File: config.mk
export PLATFORM = sky130hd
export DESIGN_NAME = axis_multi_adder_flat
export DESIGN_NICKNAME = d
export VERILOG_FILES = /design/src/rtl/axis_multi_adder_if.sv /design/src/rtl/axis_multi_adder.sv /design/src/flat_wrapper.sv
export SDC_FILE = /design/constraint.sdc
export NUM_CORES = 2
export LEC_CHECK = 0
export ABC_AREA = 1
export BUFFER_PORTS_ARGS = -buffer_cell sky130_fd_sc_hd__buf_2
export CORE_UTILIZATION = 54
export CTS_BUF_LIST = sky130_fd_sc_hd__clkbuf_16
export DETAILED_ROUTE_END_ITERATION = 12
export GPL_ROUTABILITY_DRIVEN = 0
export MAX_ROUTING_LAYER = met4
export PLACE_DENSITY = 0.84
export SLEW_MARGIN = 20
export SYNTH_ARGS = -nofsm -noshare
export SYNTH_HDL_FRONTEND = slang
export SYNTH_SLANG_ARGS = --single-unit
File: constraint.sdc
create_clock -name CLK -period 2.24 [get_ports CLK]
set_clock_uncertainty 0.2 [all_clocks]
set_input_delay 0.112 -clock CLK [delete_from_list [all_inputs] [get_ports CLK]]
set_output_delay 0.112 -clock CLK [all_outputs]
set_load 0.02 [all_outputs]
File: src/rtl/axis_multi_adder_if.sv
// Stream bundle for axis_multi_adder: NUM_CH joined input channels and one widened output stream.
// The slave modport is the adder's view; the master modport drives the inputs and sinks the output.
interface axis_multi_adder_if #(
    parameter int NUM_CH        = 4,
    parameter int SAMPLES       = 16,
    parameter int SSAMPLE_WIDTH = 8,
    parameter int MSAMPLE_WIDTH = 16
);
    logic [NUM_CH*SAMPLES*SSAMPLE_WIDTH-1:0]   s_axis_tdata;
    logic [NUM_CH-1:0]                         s_axis_tvalid;
    logic [NUM_CH-1:0]                         s_axis_tlast;
    logic [NUM_CH-1:0]                         s_axis_tready;
    logic [SAMPLES*MSAMPLE_WIDTH-1:0]          m_axis_tdata;
    logic [SAMPLES*MSAMPLE_WIDTH/8-1:0]        m_axis_tkeep;
    logic                                      m_axis_tlast;
    logic                                      m_axis_tvalid;
    logic                                      m_axis_tready;

    modport slave (
        input  s_axis_tdata,
        input  s_axis_tvalid,
        input  s_axis_tlast,
        output s_axis_tready,
        output m_axis_tdata,
        output m_axis_tkeep,
        output m_axis_tlast,
        output m_axis_tvalid,
        input  m_axis_tready
    );

    modport master (
        output s_axis_tdata,
        output s_axis_tvalid,
        output s_axis_tlast,
        input  s_axis_tready,
        input  m_axis_tdata,
        input  m_axis_tkeep,
        input  m_axis_tlast,
        input  m_axis_tvalid,
        output m_axis_tready
    );
endinterface

File: src/rtl/axis_multi_adder.sv
// Lane-wise join-and-add of NUM_CH AXI-Stream inputs into one widened stream, two register stages.
// Optional macro AXIS_ADDER_TLAST_CHECK_EN enables the sticky tlast mismatch flag (tied 0 otherwise).
module axis_multi_adder #(
    parameter int NUM_CH        = 4,
    parameter int SAMPLES       = 16,
    parameter int SSAMPLE_WIDTH = 8,
    parameter int MSAMPLE_WIDTH = 16
) (
    input  logic              CLK,
    input  logic              resetn,
    input  logic [NUM_CH-1:0] ch_enable,
    output logic              tlast_err,
    axis_multi_adder_if.slave bus
);
    localparam int SW     = SSAMPLE_WIDTH;
    localparam int MW     = MSAMPLE_WIDTH;
    localparam int OUT_W  = SAMPLES * MW;
    localparam int KEEP_W = OUT_W / 8;

    function automatic logic [MW-1:0] sext(input logic [SW-1:0] v);
        sext = {{(MW - SW){v[SW-1]}}, v};
    endfunction

    logic              w_joined;
    logic              w_s2_ready;
    logic              w_s1_ready;
    logic              w_fire;
    logic [NUM_CH-1:0] w_en_last;
    logic [OUT_W-1:0]  w_sum;

    logic              r_s1_valid;
    logic [OUT_W-1:0]  r_s1_data;
    logic              r_s1_last;
    logic              r_m_valid;
    logic [OUT_W-1:0]  r_m_data;
    logic              r_m_last;
    logic [KEEP_W-1:0] r_m_keep;

    // Join handshake; resetn gating keeps every ready low while reset is held.
    always_comb begin
        w_en_last  = bus.s_axis_tlast & ch_enable;
        w_joined   = &(bus.s_axis_tvalid | ~ch_enable);
        w_s2_ready = !r_m_valid | bus.m_axis_tready;
        w_s1_ready = !r_s1_valid | w_s2_ready;
        w_fire     = resetn & (|ch_enable) & w_joined & w_s1_ready;
    end

    assign bus.s_axis_tready = {NUM_CH{w_fire}} & ch_enable;

    // Per-lane sum of the sign-extended samples of the enabled channels.
    always_comb begin
        w_sum = {OUT_W{1'b0}};
        for (int j = 0; j < SAMPLES; j++) begin
            for (int i = 0; i < NUM_CH; i++) begin
                if (ch_enable[i]) begin
                    w_sum[j*MW +: MW] = w_sum[j*MW +: MW]
                                      + sext(bus.s_axis_tdata[(i*SAMPLES + j)*SW +: SW]);
                end else begin
                    w_sum[j*MW +: MW] = w_sum[j*MW +: MW];
                end
            end
        end
    end

    // Stage 1: captures the joined sum on fire, empties when stage 2 takes it.
    always_ff @(posedge CLK or negedge resetn) begin
        if (!resetn) begin
            r_s1_valid <= 1'b0;
            r_s1_data  <= {OUT_W{1'b0}};
            r_s1_last  <= 1'b0;
        end else if (w_fire) begin
            r_s1_valid <= 1'b1;
            r_s1_data  <= w_sum;
            r_s1_last  <= |w_en_last;
        end else if (w_s2_ready) begin
            r_s1_valid <= 1'b0;
        end
    end

    // Stage 2: output register, frozen while the downstream stalls a valid beat.
    always_ff @(posedge CLK or negedge resetn) begin
        if (!resetn) begin
            r_m_valid <= 1'b0;
            r_m_data  <= {OUT_W{1'b0}};
            r_m_last  <= 1'b0;
            r_m_keep  <= {KEEP_W{1'b0}};
        end else if (w_s2_ready) begin
            r_m_valid <= r_s1_valid;
            r_m_keep  <= {KEEP_W{r_s1_valid}};
            if (r_s1_valid) begin
                r_m_data <= r_s1_data;
                r_m_last <= r_s1_last;
            end
        end
    end

    assign bus.m_axis_tdata  = r_m_data;
    assign bus.m_axis_tlast  = r_m_last;
    assign bus.m_axis_tvalid = r_m_valid;
    assign bus.m_axis_tkeep  = r_m_keep;

`ifdef AXIS_ADDER_TLAST_CHECK_EN
    logic w_last_mismatch;
    logic r_tlast_err;

    assign w_last_mismatch = (w_en_last != {NUM_CH{1'b0}}) && (w_en_last != ch_enable);

    // Sticky flag: enabled channels disagreed on tlast at some fire.
    always_ff @(posedge CLK or negedge resetn) begin
        if (!resetn) begin
            r_tlast_err <= 1'b0;
        end else if (w_fire && w_last_mismatch) begin
            r_tlast_err <= 1'b1;
        end
    end

    assign tlast_err = r_tlast_err;
`else
    assign tlast_err = 1'b0;
`endif
endmodule

File: src/flat_wrapper.sv
// flat-port wrapper written by rule: the top's interface ports become plain ports
module axis_multi_adder_flat 
#(
    parameter int NUM_CH        = 4,
    parameter int SAMPLES       = 16,
    parameter int SSAMPLE_WIDTH = 8,
    parameter int MSAMPLE_WIDTH = 16
)
  (CLK, resetn, ch_enable, tlast_err, bus_s_axis_tdata, bus_s_axis_tvalid, bus_s_axis_tlast, bus_s_axis_tready, bus_m_axis_tdata, bus_m_axis_tkeep, bus_m_axis_tlast, bus_m_axis_tvalid, bus_m_axis_tready);
  axis_multi_adder_if #(.NUM_CH(NUM_CH), .SAMPLES(SAMPLES), .SSAMPLE_WIDTH(SSAMPLE_WIDTH), .MSAMPLE_WIDTH(MSAMPLE_WIDTH)) bus_i ();
  input  logic CLK;
  input  logic resetn;
  input  logic [NUM_CH-1:0] ch_enable;
  output logic tlast_err;
  input wire logic [$bits(bus_i.s_axis_tdata)-1:0] bus_s_axis_tdata;
  input wire logic [$bits(bus_i.s_axis_tvalid)-1:0] bus_s_axis_tvalid;
  input wire logic [$bits(bus_i.s_axis_tlast)-1:0] bus_s_axis_tlast;
  output wire logic [$bits(bus_i.s_axis_tready)-1:0] bus_s_axis_tready;
  output wire logic [$bits(bus_i.m_axis_tdata)-1:0] bus_m_axis_tdata;
  output wire logic [$bits(bus_i.m_axis_tkeep)-1:0] bus_m_axis_tkeep;
  output wire logic [$bits(bus_i.m_axis_tlast)-1:0] bus_m_axis_tlast;
  output wire logic [$bits(bus_i.m_axis_tvalid)-1:0] bus_m_axis_tvalid;
  input wire logic [$bits(bus_i.m_axis_tready)-1:0] bus_m_axis_tready;
  assign bus_i.s_axis_tdata = bus_s_axis_tdata;
  assign bus_i.s_axis_tvalid = bus_s_axis_tvalid;
  assign bus_i.s_axis_tlast = bus_s_axis_tlast;
  assign bus_s_axis_tready = bus_i.s_axis_tready;
  assign bus_m_axis_tdata = bus_i.m_axis_tdata;
  assign bus_m_axis_tkeep = bus_i.m_axis_tkeep;
  assign bus_m_axis_tlast = bus_i.m_axis_tlast;
  assign bus_m_axis_tvalid = bus_i.m_axis_tvalid;
  assign bus_i.m_axis_tready = bus_m_axis_tready;
  axis_multi_adder #(.NUM_CH(NUM_CH), .SAMPLES(SAMPLES), .SSAMPLE_WIDTH(SSAMPLE_WIDTH), .MSAMPLE_WIDTH(MSAMPLE_WIDTH)) u_core (.CLK(CLK), .resetn(resetn), .ch_enable(ch_enable), .tlast_err(tlast_err), .bus(bus_i));
endmodule
==> results of run 1 <==
## Yosys cell counts, drive strengths merged (25+ instances only)
master,count
nand2,2892
inv,1336
nand3,790
ha,640
a21oi,542
dfrtp,516
o21ai,473
nor2,384
mux2,174
buf,161
xnor2,130
xor2,104
and2,99
o21bai,96
clkbuf,89
a22oi,83
nand4,76
or2,70
fa,64
nand3b,54
nor3,46
a21boi,42
a21o,40
a31oi,38
o211ai,32
and3,26
nor4,25
## per-layer routing
metal | GRT usage | GRT overflow
met5 | - | -
met3 | 0.524 | 53
met4 | 0.632 | 176
met2 | 0.854 | 365
met1 | 0.697 | 26
## per-stage QoR
| step | hold WS (ns) | std cells | setup TNS, ns | setup WS, ns | utilization |
|---|---|---|---|---|---|
| 4_1_cts | -0.213 | 13400 | -371.97 | -2.08 | 0.825 |
| 3_3_place_gp | -0.0809 | 13100 | -528.02 | -2.65 | 0.770 |
| 3_5_place_dp | -0.0725 | 13100 | -573.48 | -2.90 | 0.770 |
| 2_1_floorplan | -0.384 | 9081 | -466.40 | -2.39 | - |
## kinds of logic after synthesis
group                      Yosys count  share of synthesized area
and+or+nand+nor                   4462                      0.317
DFF                                516                      0.218
AOI/OAI and AO/OA                 1404                      0.135
buffers and inverters             1586                      0.105
other                                1                  0.0000634
adders and majority gates          704                      0.157
muxes                              174                     0.0331
xor gates and xnor gates           234                     0.0346
## what timing repair did
| action | in CTS |
|---|---|
| pin swaps | 103 |
| setup endpoints to repair | 244 |
| hold endpoints to repair | 637 |
| hold buffers | 132 |
| cloned | 8 |
| setup buffers | 61 |
| resized for setup | 435 |
==> summary.log, run 1 <==
[clocking] number of sinks handled by clock tree synthesis 516
[outcome] stopping stage global routing
[clocking] Max Buffers Root-to-Sink 3
[synthesis] total number of yosys warnings 0
[clocking] number of buffers created by CTS 67
[placement] standard cell area after detailed placement 83700 um2
[global_route] Tot GR Track Use 0.696
[synthesis] commonest register cell after synthesis sky130_fd_sc_hd__dfrtp_1
[synthesis] synthesized instance count 9081
[global_route] pin count of the biggest net entering global routing 133
[floorplan] num ports 822
[synthesis] proportion of register bits with asynchronous set or reset after synthesis 1.00
[synthesis] Yosys top cell area share 0.218
[floorplan] die boundary height 333 um
[global_route] gr ovfl total 620
[floorplan] DIE WIDTH 333 um
[outcome] run-stopping error [ERROR GRT-0116] Global routing finished with congestion. Check the congestion regions in the DRC Viewer.
[outcome] run status aborted with a tool error
[global_route] wire length of the first global-routing pass 585000 um
[synthesis] Yosys top cell by area sky130_fd_sc_hd__dfrtp_1
[synthesis] number of enable flip-flop cells after synthesis 0
[clocking] H-tree depth 3
[placement] number of I/O port buffers 820
[floorplan] effective utilization at floorplan 0.545
[synthesis] average cell area after synthesis 6.52 um2
[synthesis] biggest area contributors in the synthesized netlist sky130_fd_sc_hd__dfrtp_1 (22%), sky130_fd_sc_hd__nand2_1 (18%), sky130_fd_sc_hd__ha_1 (14%)
[synthesis] number of nets in the synthesized netlist 10300
[synthesis] share of synthesized area occupied by flip-flops and latches 0.218
[global_route] vias in the first global route 97000
[placement] HPWL after detailed placement 197000 um
[floorplan] floorplan row count 121
[synthesis] number of register bits inferred by synthesis 516
[synthesis] Synth Cell Area 59200 um2
[clocking] CTS root buffer sky130_fd_sc_hd__clkbuf_16
[synthesis] number of distinct library cell variants in the gate-level netlist after synthesis 48
==> run 2: changes to the inputs <==
--- a/config.mk
+++ b/config.mk
@@ -7,12 +7,10 @@
 export LEC_CHECK = 0
 export ABC_AREA = 1
 export BUFFER_PORTS_ARGS = -buffer_cell sky130_fd_sc_hd__buf_2
-export CORE_UTILIZATION = 54
-export CTS_BUF_LIST = sky130_fd_sc_hd__clkbuf_16
+export CORE_UTILIZATION = 40
 export DETAILED_ROUTE_END_ITERATION = 12
 export GPL_ROUTABILITY_DRIVEN = 0
-export MAX_ROUTING_LAYER = met4
-export PLACE_DENSITY = 0.84
+export PLACE_DENSITY_LB_ADDON = 0.15
 export SLEW_MARGIN = 20
 export SYNTH_ARGS = -nofsm -noshare
 export SYNTH_HDL_FRONTEND = slang
==> constraint.sdc (replaced) <==
create_clock -name CLK -period 2.9 [get_ports CLK]
set_clock_uncertainty 0.2 [all_clocks]
set_input_delay 0.145 -clock CLK [delete_from_list [all_inputs] [get_ports CLK]]
set_output_delay 0.145 -clock CLK [all_outputs]
set_load 0.02 [all_outputs]
==> summary.log, run 2 <==
[clocking] # hold bufs at CTS 167
[layout] final net count 13500
[global_route] vias in the first global route 70700
[clocking] number of sinks handled by clock tree synthesis 516
[worst_setup_path] kind of end point of the critical path register
[global_route] routing usage on met2 0.524
[routing] vias per cell 5.18
[synthesis] main combinational cell family by area after synthesis simple AND/OR/NAND/NOR gates
[worst_setup_path] required time worst endpoint 3.26 ns
[worst_setup_path] class of the most critical setup path in -> reg
[sta] number of failing setup endpoints in the final timing report 246
[power] total power per unit cell area 579 nW/um2
[layout] most common library cell in the layout ignoring fill and taps sky130_fd_sc_hd__nand2_1
[worst_setup_path] startpoint of the worst-slack reg-to-reg timing path u_core.bus.m_axis_tvalid
[routing] initial detailed-routing violation count 4907
[floorplan] num ports 822
[clocking] clock input transition at the sequential cells of the worst setup and hold paths 0.06 ns
[global_route] met1 Track Usage GR 0.407
[synthesis] multiplexer fraction of the synthesized cell area 0.0331
[layout] share of layout cells above drive strength 1 0.439
[worst_setup_path] setup slack, reg-to-reg 0.10 ns
[synthesis] share of synthesized area occupied by flip-flops and latches 0.218
[sta] Max Clock Freq 0.233 GHz
[outcome] violations in the final reports negative hold slack, negative setup slack
[power] leakage 52.5 nW
[floorplan] overall die area 150000 um2
[clocking] clock latency at the later pin of the worst-skew pair 0.68 ns
[clocking] CTS root buffer sky130_fd_sc_hd__clkbuf_16
[placement] standard cell area after detailed placement 84700 um2
[sta] Worst Tran Pin Value 0.963 ns
[power] total power draw 0.0570 W
[worst_setup_path] buffers and inverters on the worst path 9
[floorplan] floorplan row count 140
[synthesis] ranking of synthesized cells by instance count sky130_fd_sc_hd__nand2_1 (2891), sky130_fd_sc_hd__inv_1 (1333), sky130_fd_sc_hd__nand3_1 (790)
[synthesis] Synth Cell Area 59200 um2
[worst_setup_path] Worst Setup Start Kind input pin
[clocking] H-tree depth 3
[synthesis] number of nets in the synthesized netlist 10300
[routing] total via count in the routed design 74000
[synthesis] number of distinct library cell variants in the gate-level netlist after synthesis 48
[worst_hold_path] Hold Crit Depth 6
[global_route] pin count of the biggest net entering global routing 147
[clocking] Max Buffers Root-to-Sink 3
[synthesis] most repeated cell in the gate-level netlist after synthesis sky130_fd_sc_hd__nand2_1
[clocking] number of buffers created by CTS 69
[placement] HPWL after detailed placement 193000 um
[clocking] TritonCTS clock tree built
[routing] remaining routing DRC violations 0
[floorplan] DIE WIDTH 387 um
[sta] Tmin final 4.29 ns
[synthesis] Simple-Gate Fraction of Synth Area 0.317
[layout] synthesis-to-finish area growth 66.3%
[layout] final non-filler cell area 98400 um2
[synthesis] compound-gate portion of the synthesized area 0.135
[synthesis] Post-Synth Adder-Cell Area 0.157
[sta] Max Transition Viols Final 0
[synthesis] total number of yosys warnings 0
[worst_setup_path] arrival time of data at the critical path endpoint 4.65 ns
[worst_hold_path] Min-Delay Endpoint u_core.r_s1_data[181]
[run] number of max-capacitance violations reported 0
[routing] post-detailed-routing wire length 256000 um
[global_route] Tot GR Track Use 0.316
[layout] highest-count cells in the layout ignoring fill and taps sky130_fd_sc_hd__nand2_1 (2412), sky130_fd_sc_hd__buf_4 (2213), sky130_fd_sc_hd__inv_1 (1175)
[sta] worst rel slew slack 0.358
[layout] sequential standard cell area 12900 um2
[layout] combined area of the multi-input logic cells 50400 um2
[global_route] number of antenna violations at the first check in global routing 60
[global_route] gr ovfl total 0
[sta] setup repair after global routing missed its margin true
[power] IR Drop Worst-Case VDD 0.000389 V
[layout] fill cell instance count of the final layout 12000
[outcome] run status finished, violations left
[worst_setup_path] peak fanout along the critical path 8
[routing] final antenna-violating net count 0
[worst_setup_path] CP max-delay cell sky130_fd_sc_hd__fa_1
[sta] final worst setup slack -1.39 ns
[floorplan] die boundary height 387 um
[synthesis] average cell area after synthesis 6.52 um2
[worst_hold_path] hold wc startpoint bus_s_axis_tdata[349]
[sta] fraction of the cycle the final worst path needs 1.48
[global_route] wire length of the first global-routing pass 379000 um
[global_route] busiest metal layer after global routing met2
[global_route] met3 track demand over resource 0.0458
[synthesis] commonest register cell after synthesis sky130_fd_sc_hd__dfrtp_1
[worst_setup_path] cell class contributing the biggest share of worst-path delay adder cells
[floorplan] effective utilization at floorplan 0.405
[synthesis] synthesized instance count 9081
[worst_setup_path] most prevalent standard cell on the critical path sky130_fd_sc_hd__nand2_1
[synthesis] biggest area contributors in the synthesized netlist sky130_fd_sc_hd__dfrtp_1 (22%), sky130_fd_sc_hd__nand2_1 (18%), sky130_fd_sc_hd__ha_1 (14%)
[routing] average routed wire per standard cell 17.9 um
[floorplan] placeable core area 146000 um2
[synthesis] number of register bits inferred by synthesis 516
[worst_setup_path] CP max stage delay 0.50 ns
[worst_setup_path] r2r endpoint u_core.r_s1_data[144]
[synthesis] Yosys top cell area share 0.218
[sta] count of final hold-check violations 4
[synthesis] proportion of register bits with asynchronous set or reset after synthesis 1.00
[worst_setup_path] number of cells on the worst reg-to-reg path 11
[placement] number of I/O port buffers 820
[routing] iteration count of the initial detailed-routing pass 6
[synthesis] number of enable flip-flop cells after synthesis 0
[worst_hold_path] type of the tightest min-delay check in -> reg
[sta] worst hold slack -0.0842 ns
[synthesis] Yosys top cell by area sky130_fd_sc_hd__dfrtp_1
[synthesis] fraction of synthesized cell area in xor and xnor cells 0.0346
run 2: cell counts after synthesis:
Identical to the previous run, type by type.
run 2: final cells by class:
cell class / count / area share
clock inverters: 32 / 0.00422
diodes: 35 / 0.000890
clock buffers: 91 / 0.0202
repair buffers: 3366 / 0.255
inverters: 1336 / 0.0518
well taps: 1917 / 0.0244
multi-input cells: 6979 / 0.512
flip-flops and latches: 516 / 0.131
run 2: how the worst max path moves through the flow:
| stage | endpoint | cells after the start | start |
|---|---|---|---|
| 3_3_place_gp | u_core.r_s1_data[222] | 32 | ch_enable[0] |
| 4_1_cts | u_core.r_s1_data[159] | 38 | ch_enable[0] |
| 2_1_floorplan | u_core.r_s1_data[255] | 36 | ch_enable[0] |
| 6_report | u_core.r_s1_data[173] | 33 | ch_enable[0] |
| 3_5_place_dp | u_core.r_s1_data[15] | 36 | ch_enable[0] |
| 5_1_grt | u_core.r_s1_data[175] | 36 | ch_enable[0] |
run 2: what timing repair did:
item                       in CTS  in global routing
hold endpoints to repair      244                  2
gates resized for setup       529               1171
buffers inserted              140                137
pin swaps                     256                699
setup endpoints to repair     230                255
gates cloned                    5                  5
run 2: where the power goes:
part	switching, W	total, W	internal (W)
Sequential	0.00220	0.0124	0.0102
Clock	0.00379	0.00937	0.00558
Combinational	0.0187	0.0353	0.0166
run 2: tightest hold or removal path, delay by kind of cell:
kind,cells,cell delay (ns)
simple gates,3,0.22
xor+xnor,1,0.08
fa+ha+maj,1,0.19
buf+inv,1,0.12
run 2: cell families (layout without fill, tap and decap cells):
family / after synthesis / count (layout)
adders and majority gates: 704 / 704
xor gates and xnor gates: 234 / 234
other: 1 / 36
AOI/OAI and AO/OA: 1404 / 1404
muxes: 174 / 174
buffers and inverters: 1586 / 4825
and+or+nand+nor: 4462 / 4462
DFF: 516 / 516
run 2: stage by stage:
stage	std cells	setup WS (ns)	util	setup TNS, ns
final	14300	-1.39	0.673	-217.13
after CTS	14100	-1.26	0.630	-192.78
after global placement	13700	-2.12	0.579	-382.50
after floorplan	9081	-1.76	-	-276.72
after detailed placement	13700	-2.22	0.579	-403.23
after global routing	14300	-1.61	0.673	-263.12
run 2: metal layers:
| layer | wire, um | share of wire |
|---|---|---|
| met3 | 16300 | 0.064 |
| met4 | 12000 | 0.047 |
| met1 | 108000 | 0.42 |
| met2 | 119000 | 0.47 |
| met5 | 207 | 0.00081 |
Note: power is estimated with default switching activity, not from simulation.
